### src/rtl/hist_accum_ctrl.sv
// Multi-lane histogram engine: streams packed pixel words, bins LANES pixels per cycle,
// then drains and clears the counter array. Define HIST_SAT_EN for saturating counters (default: wrap).
module hist_accum_ctrl #(
  parameter int LANES  = 4,
  parameter int PIX_W  = 8,
  parameter int BIN_W  = 6,
  parameter int CNT_W  = 16,
  parameter int ADDR_W = 14
) (
  input  logic                   clk,
  input  logic                   rst,
  input  logic                   start,
  input  logic [ADDR_W-1:0]      num_words,
  output logic                   pix_rd_en,
  output logic [ADDR_W-1:0]      pix_addr,
  input  logic [LANES*PIX_W-1:0] pix_data,
  output logic                   hist_we,
  output logic [BIN_W-1:0]       hist_addr,
  output logic [CNT_W-1:0]       hist_data,
  output logic                   busy,
  output logic                   done
);

  localparam int NBINS = 1 << BIN_W;
  localparam int INC_W = $clog2(LANES + 1);

  typedef enum logic [2:0] {S_IDLE, S_ACCUM, S_DRAIN, S_WRITE, S_DONE} state_t;

  state_t             state, state_d;
  logic [ADDR_W-1:0]  num_q, num_d, pix_addr_d;
  logic               pix_rd_en_d, hist_we_d, busy_d, done_d;
  logic [BIN_W-1:0]   hist_addr_d;
  logic [CNT_W-1:0]   hist_data_d;
  logic               clr_en;
  logic [BIN_W-1:0]   clr_bin;
  logic               vld_p0;
  logic [INC_W-1:0]   inc     [NBINS];
  logic [CNT_W-1:0]   cnt     [NBINS];
  logic [CNT_W-1:0]   cnt_nxt [NBINS];
  logic               unused_pix;

  // Low pixel bits below the bin field do not affect binning.
  assign unused_pix = ^pix_data;

  function automatic logic [CNT_W-1:0] add_cnt(input logic [CNT_W-1:0] a,
                                               input logic [INC_W-1:0] b);
`ifdef HIST_SAT_EN
    logic [CNT_W+INC_W-1:0] s;
    s = (CNT_W+INC_W)'(a) + (CNT_W+INC_W)'(b);
    if (|s[CNT_W+INC_W-1:CNT_W]) return {CNT_W{1'b1}};
    return s[CNT_W-1:0];
`else
    return a + CNT_W'(b);
`endif
  endfunction

  // Stage p0: pix_data returned for the read issued last cycle; count lane hits per bin.
  always_comb begin
    for (int b = 0; b < NBINS; b++) begin
      inc[b] = '0;
      if (vld_p0) begin
        for (int l = 0; l < LANES; l++) begin
          if (pix_data[l*PIX_W + PIX_W - BIN_W +: BIN_W] == BIN_W'(b))
            inc[b] = inc[b] + INC_W'(1);
        end
      end
      cnt_nxt[b] = add_cnt(cnt[b], inc[b]);
    end
  end

  always_comb begin
    state_d     = state;
    num_d       = num_q;
    pix_rd_en_d = 1'b0;
    pix_addr_d  = '0;
    hist_we_d   = 1'b0;
    hist_addr_d = '0;
    hist_data_d = '0;
    done_d      = 1'b0;
    clr_en      = 1'b0;
    clr_bin     = '0;
    unique case (state)
      S_IDLE: begin
        if (start) begin
          num_d = num_words;
          if (num_words != '0) begin
            state_d     = S_ACCUM;
            pix_rd_en_d = 1'b1;
          end else begin
            state_d     = S_WRITE;
            hist_we_d   = 1'b1;
            hist_data_d = cnt_nxt[0];
            clr_en      = 1'b1;
          end
        end
      end
      S_ACCUM: begin
        if (pix_addr == num_q - ADDR_W'(1)) begin
          state_d = S_DRAIN;
        end else begin
          pix_rd_en_d = 1'b1;
          pix_addr_d  = pix_addr + ADDR_W'(1);
        end
      end
      S_DRAIN: begin
        // Bin 0 is captured here so it already includes the final returned word.
        state_d     = S_WRITE;
        hist_we_d   = 1'b1;
        hist_data_d = cnt_nxt[0];
        clr_en      = 1'b1;
      end
      S_WRITE: begin
        if (&hist_addr) begin
          state_d = S_DONE;
          done_d  = 1'b1;
        end else begin
          hist_we_d   = 1'b1;
          hist_addr_d = hist_addr + BIN_W'(1);
          hist_data_d = cnt_nxt[hist_addr_d];
          clr_en      = 1'b1;
          clr_bin     = hist_addr_d;
        end
      end
      S_DONE:  state_d = S_IDLE;
      default: state_d = S_IDLE;
    endcase
    busy_d = (state_d != S_IDLE);
  end

  always_ff @(posedge clk) begin
    if (rst) begin
      state     <= S_IDLE;
      num_q     <= '0;
      pix_rd_en <= 1'b0;
      pix_addr  <= '0;
      hist_we   <= 1'b0;
      hist_addr <= '0;
      hist_data <= '0;
      busy      <= 1'b0;
      done      <= 1'b0;
      vld_p0    <= 1'b0;
    end else begin
      state     <= state_d;
      num_q     <= num_d;
      pix_rd_en <= pix_rd_en_d;
      pix_addr  <= pix_addr_d;
      hist_we   <= hist_we_d;
      hist_addr <= hist_addr_d;
      hist_data <= hist_data_d;
      busy      <= busy_d;
      done      <= done_d;
      vld_p0    <= pix_rd_en;
    end
  end

  // A bin is zeroed on the edge its final count is handed to hist_data.
  always_ff @(posedge clk) begin
    if (rst) begin
      for (int b = 0; b < NBINS; b++) cnt[b] <= '0;
    end else begin
      for (int b = 0; b < NBINS; b++)
        cnt[b] <= (clr_en && clr_bin == BIN_W'(b)) ? '0 : cnt_nxt[b];
    end
  end

endmodule

### config.mk
export PLATFORM = sky130hd
export DESIGN_NAME = hist_accum_ctrl
export DESIGN_NICKNAME = d
export VERILOG_FILES = /design/src/rtl/hist_accum_ctrl.sv
export SDC_FILE = /design/constraint.sdc
export NUM_CORES = 2
export LEC_CHECK = 0
export BUFFER_PORTS_ARGS = -buffer_cell sky130_fd_sc_hd__buf_2
export CORE_MARGIN = 4
export CORE_UTILIZATION = 58
export DETAILED_ROUTE_END_ITERATION = 6
export PLACE_DENSITY = 0.86
export SYNTH_ARGS = -nofsm -noshare
export SYNTH_HDL_FRONTEND = slang
export SYNTH_SLANG_ARGS = --single-unit
### constraint.sdc
create_clock -name clk -period 5 [get_ports clk]
set_input_delay 1 -clock clk [delete_from_list [all_inputs] [get_ports clk]]
set_output_delay 1 -clock clk [all_outputs]
set_load 0.1 [all_outputs]
# --- Word-level counts from Yosys, hierarchy flattened ---
# Memory sizes are Yosys's and may differ from the RTL's.
# Index checks and enable logic that the tools add are counted.
# Widths: inputs -> output; s select.
op_classes:
  n_addsub: 259
  eq_ne: 319
  n_reduce_logical: 76
  n_shift: 0
  div: 0
  magnitude_cmp: 1
  n_bitwise: 67
  mux: 666
  mul: 0
ops:
  columns: ["op", "n"]
  rows:
  - ["$mux 16", 133]
  - ["$mux 3", 451]
  - ["$add 16x3->16", 64]
  - ["$eq 6x6->1 const B", 160]
  - ["$add 3x1->3 const B", 192]
  - ["$eq 6x5->1 const B", 80]
  - ["$eq 6x4->1 const B", 40]
  - ["$eq 6x3->1 const B", 20]
  - ["$bmux 16 s6", 1]
  - ["$mux 1", 74]
  - ["$logic_and 1x1->1", 64]
  - ["$or 1x1->1", 64]
  - ["$eq 6x2->1 const B", 10]
  - ["$pmux 16 s3", 1]
  - ["$eq 6x1->1 const B", 5]
  - ["$logic_not 6->1", 5]
  - ["$add 14x1->14 const B", 1]
  - ["$eq 14x14->1", 1]
  - ["$reduce_bool 14->1", 1]
  - ["$sub 14x1->14 const B", 1]
  - ["$mux 6", 2]
  - ["$pmux 3 s4", 1]
  - ["$ge 7x7->1 const B", 1]
  - ["$not 6->7", 1]
  - ["13 further kinds", 15]
totals:
  elab_cells: 1399
  memories: 1
  output_inout_bits: 40
  register_bits: 58
  ram_bits: 1024
  romBits: 0
  latch_bits: 0
  in_bits: 49
mem_list:
  columns: ["name", "words", "width", "rd", "rd_clocked_by_memory_dff", "write_ports", "line_no", "rtl"]
  rows:
  - ["cnt", 64, 16, 64, 0, 64, "38", "logic [CNT_W-1:0] cnt [NBINS];"]

# --- Logic depth before layout (Yosys ltp) ---
depth:
  word_depth: 18
  ltp_mapped: 23

# --- Worst setup path after synthesis ---
# Ideal clock, no wire load.
synth_path:
  path_kind: "input-to-reg"
  start: "in pix_data[14]"
  end: "reg hist_data[15]"
  slack_ps: -197
  t_required_ps: 4884
  t_arrival_ps: 5081
  path_stages: 22
  cell_sequence: "nor2b_1 clkbuf_1 clkbuf_1 nand2_1 inv_1 ha_1 xnor2_1 ha_1 nand3_1 xnor2_1 and2_1 ha_1 nor2_1 or3_1 clkbuf_1 nor4b_1 xnor2_1 o22ai_1 or3_1 nor4_1 o211ai_1 a31o_2"
synth_via:
  elab_chain_len: 15
synth_lines:
  columns: ["item", "line_no", "rtl"]
  rows:
  - ["start, declared", "16", "input logic [LANES*PIX_W-1:0] pix_data,"]
  - ["$eq 6x6->1, or another cell as far along", "63", "if (pix_data[l*PIX_W + PIX_W - BIN_W +: BIN_W] == BIN_W'(b))"]
  - ["$mux 3", "63", null]
  - ["$mux 3", "61", "if (vld_p0) begin"]
  - ["$add 3x1->3", "64", "inc[b] = inc[b] + INC_W'(1);"]
  - ["$mux 3", "63", null]
  - ["$mux 3", "61", null]
  - ["$add 3x1->3", "64", null]
  - ["$mux 3", "63", null]
  - ["$mux 3", "61", null]
  - ["$add 16x3->16", "53", "return a + CNT_W'(b);"]
  - ["$bmux 16 s6", "119", "hist_data_d = cnt_nxt[hist_addr_d];"]
  - ["$mux 16 (not written as such) (2 in a row)", "119", null]
  - ["$mux 16", "113", "if (&hist_addr) begin"]
  - ["$pmux 16 s3 *", "82", "unique case (state)"]
  - ["end signal, assigned", "149", "hist_data <= hist_data_d;"]
  - ["end, declared", "19", "output logic [CNT_W-1:0] hist_data,"]
# Every way passes the cells marked *; elsewhere a longest branch is shown, timed or not. The select of a mux whose other input is x is not followed.
# A chain may end at the register's enable or synchronous reset.

# --- Final worst setup path ---
layout_path:
  start: "in pix_data[12]"
  end: "reg hist_data[10]"
# The elaborated chain is that of the path after synthesis.

==> flow_summary.toml <==
[status]
status = "finished, violations left"
failed_checks = "DRC, setup timing"

[clocking]
clk_latency_ps = 800
cts.sinks = 1082
cts.clk_slew.worst_paths_ps = 60
cts_max_path_buffers = 3
h-tree-depth = 3
cts_hold_buf = 0
numCtsBuffers = 118
cts_tree = "done"
clockRootBuffer = "clkbuf_16"

[synth]
synth_nets = 8711
ys_async_sr_fraction = 0
yosysSeqAreaShare = 0.323
synth.mux.area_fraction = 0.0404
synth_top_flop_cell = "dfxtp_1"
netlist_area_sq_um = 67100
yosysTopAreaCell = "dfxtp_1"
synth_warnings = 0
yosysTopAreaCellShare = 0.323
synth_xor_area_frac = 0.147
synth_top_family_by_area = "simple AND/OR/NAND/NOR gates"
yosys-top-cells-area = "dfxtp_1 32%, ha_1 8.3%, nor2_1 8.3%"
netlist_instances = 8152
synth-compound-area-share = 0.0956
synth_edf_count = 0
synthSimpleGateAreaFrac = 0.255
yosysUniqueCellTypes = 88
synth-adder-area-share = 0.102
avgSynthCellArea_sq_um = 8.23
ys_ff_latch = 1082

[worst_setup_path]
crit_type = "input pin to flop"
crit_required_ps = 5650
rr_startpoint = "hist_addr[3]"
critPathArrivalTime_ps = 5800
cp-startpoint = "pix_data[12]"
end_kind = "flop"
cp_max_fo = 5
start_kind = "input pin"

[job]
maxCapViolations = 0

[timing]
setup_viol = 5
fin_ws_ps = -156
layout_min_cycle_time_ps = 5160
hold_viol = 0
finalMaxSlewViolations = 0
post-route-period-util = 1.03
relSlewSlack = 0.157
finalClockSkew_ps = 62.1
tightest_slew_ps = 1260
max_freq_ghz = 0.194

[power]
p_sw_w = 0.00470
swShare = 0.249
power.density_nw_per_um2 = 213
intPower_w = 0.0142
clockPowerShare = 0.490
irDropWorstVdd_uv = 311
seq_power_share = 0.459
p_leak_nw = 37.2
p_comb_frac = 0.051

[worst_hold_path]
hp-start = "start"
hp-class = "input pin to flop"

[cells_and_area]
fin_cells = 11400
finalInstanceArea_sq_um = 88700
multiInputGateArea_sq_um = 46400
fin_util = 0.775
areaGrowthSynthToFinish_pct = 32.2
nNetsFinal = 10300
layout_commonest_cell = "buf_4"
ff_latch_area_sq_um = 21700
n_fill_cell = 7801
final_cell_mix = "1,608 x buf_4, 1,400 x nor2_1, 1,080 x dfxtp_1"
drive_above_1_share = 0.267

[global_route]
grt_start_max_net_pins = 54
grt_overflow = 0
gr-usage-all-layers = 0.481
grt_pass1_vias = 68700
grt_antenna_before_repair = 38
grt_first_pass_wirelength_microns = 433000

[detailed_routing]
drtPass1Iterations = 7
drcViolationCount = 1
drtAntennaViolNets = 0
highest_layer = "met5"
wl_met3_microns = 42200
met2_length_microns = 128000
drt-initial-drc-count = 9754
wire_per_inst_microns = 27.4
vias_per_cell = 6.34
drt-met1-wl_microns = 104000
routed_wl_microns = 311000
vias = 72200

[floorplanning]
die_w_microns = 348
dieArea_sq_um = 121000
core_sq_um = 115000
placementRows = 124
die_h_microns = 348
io_pins = 89
start_util = 0.586

[placed_design]
hpwl_microns = 230000
routabilityCongestion = 1.15
numPortBuffers = 80
place_area_sq_um = 80900
place_inst = 11100
pre_cts_slack_ps = -1380
-- worst max-delay path, stage by stage --
cell	delay, ps
buf_2	180
nand2b_4	100
buf_4	150
nor2_1	110
buf_4	190
nand2_1	110
buf_4	150
ha_1	190
a21oi_2	170
ha_2	280
nand2_1	50
a21boi_1	60
buf_4	170
buf_4	140
fa_1	450
a21oi_4	440
nor2_1	160
and3_1	250
xnor2_2	230
a21oi_1	130
a211oi_1	350
a32oi_1	180
a22oi_1	190
buf_4	230
o22ai_1	120
-- cells in the mapped netlist (18+ instances only) --
cell type  number
nor2_1       1476
inv_1         312
o211ai_1       55
mux4_2         72
ha_1          446
a21oi_1       211
nor2b_1       233
xnor2_1       543
nand4_1       186
a21boi_0       45
and4_1         44
nor3_1        145
o21ai_0       136
nor4b_1        20
o22ai_1        98
a22oi_1        40
clkbuf_1      137
or3_1          20
a221oi_1       18
buf_2         112
a2111oi_0      18
fa_1           64
a21o_1        118
xor2_1        580
nand2_1       763
nand2b_1       29
dfxtp_1      1082
a211oi_1       96
nand3_1       402
mux2i_1        92
and3_1        107
nor4_1         74
and2_1        133
-- worst paths after layout --
path / cells after the start / to / slack (ps)
worst max-delay path: 25 / hist_data[10] / -160
worst min-delay path: 2 / busy / 450
worst max register to register: 7 / cnt[0][423] / 90
worst min register to register: 1 / vld_p0 / 470
-- power groups by stage --
| stage | Clock, W | Combinational (W) | Sequential, W |
|---|---|---|---|
| 2_1_floorplan | 0 | 0.000440 | 0.00886 |
| 3_3_place_gp | 0 | 0.000829 | 0.00886 |
| 3_5_place_dp | 0 | 0.000849 | 0.00886 |
| 4_1_cts | 0.00915 | 0.000865 | 0.00867 |
| 5_1_grt | 0.00954 | 0.000997 | 0.00867 |
| 6_report | 0.00924 | 0.000963 | 0.00867 |
-- sequential cells by signal, summed over array words and instances, names as in the netlist --
register,cells
pix_addr,14
busy,1
num_q,14
hist_addr,6
done,1
pix_rd_en,1
cnt,1024
hist_we,1
state,3
vld_p0,1
hist_data,16
-- area by class of cell --
type,instances,area share
clock buffers,156,0.0376
clock inverters,62,0.00800
repair buffers,1737,0.151
flip-flops and latches,1082,0.244
diodes,43,0.00121
well taps,1512,0.0213
inverters,313,0.0133
multi-input cells,6477,0.523
-- logic make-up (layout without fill, tap and decap cells) --
kind of cell,after synthesis,count (layout)
compound gates,965,965
xor+xnor,1125,1125
fa+ha+maj,510,510
buf+inv,593,2268
flops,1082,1082
mux,179,179
other cells,0,43
simple gates,3698,3698
-- through the flow --
step	setup TNS [ps]	hold slack (ps)	total power [W]
final	-342	455	0.0189
after global routing	-1930	459	0.0192
after CTS	-7.57	442	0.0187
after detailed placement	-20540	452	0.00971
after global placement	-16240	454	0.00969
after floorplan	0	449	0.00930
-- routing by layer --
layer  global-route usage  vias to the layer above
met2                0.716                     5499
met5                    0                        -
met1                0.548                    33800
met4                0.433                       20
li1                     -                    30900
met3                0.163                     1970
-- what timing repair did --
action,in CTS,in global routing
pin swaps,6,133
buffers inserted,2,39
resized for setup,146,581
setup endpoints to repair,15,15
cloned,0,0
No activity file was read; power rests on OpenSTA's default activity.
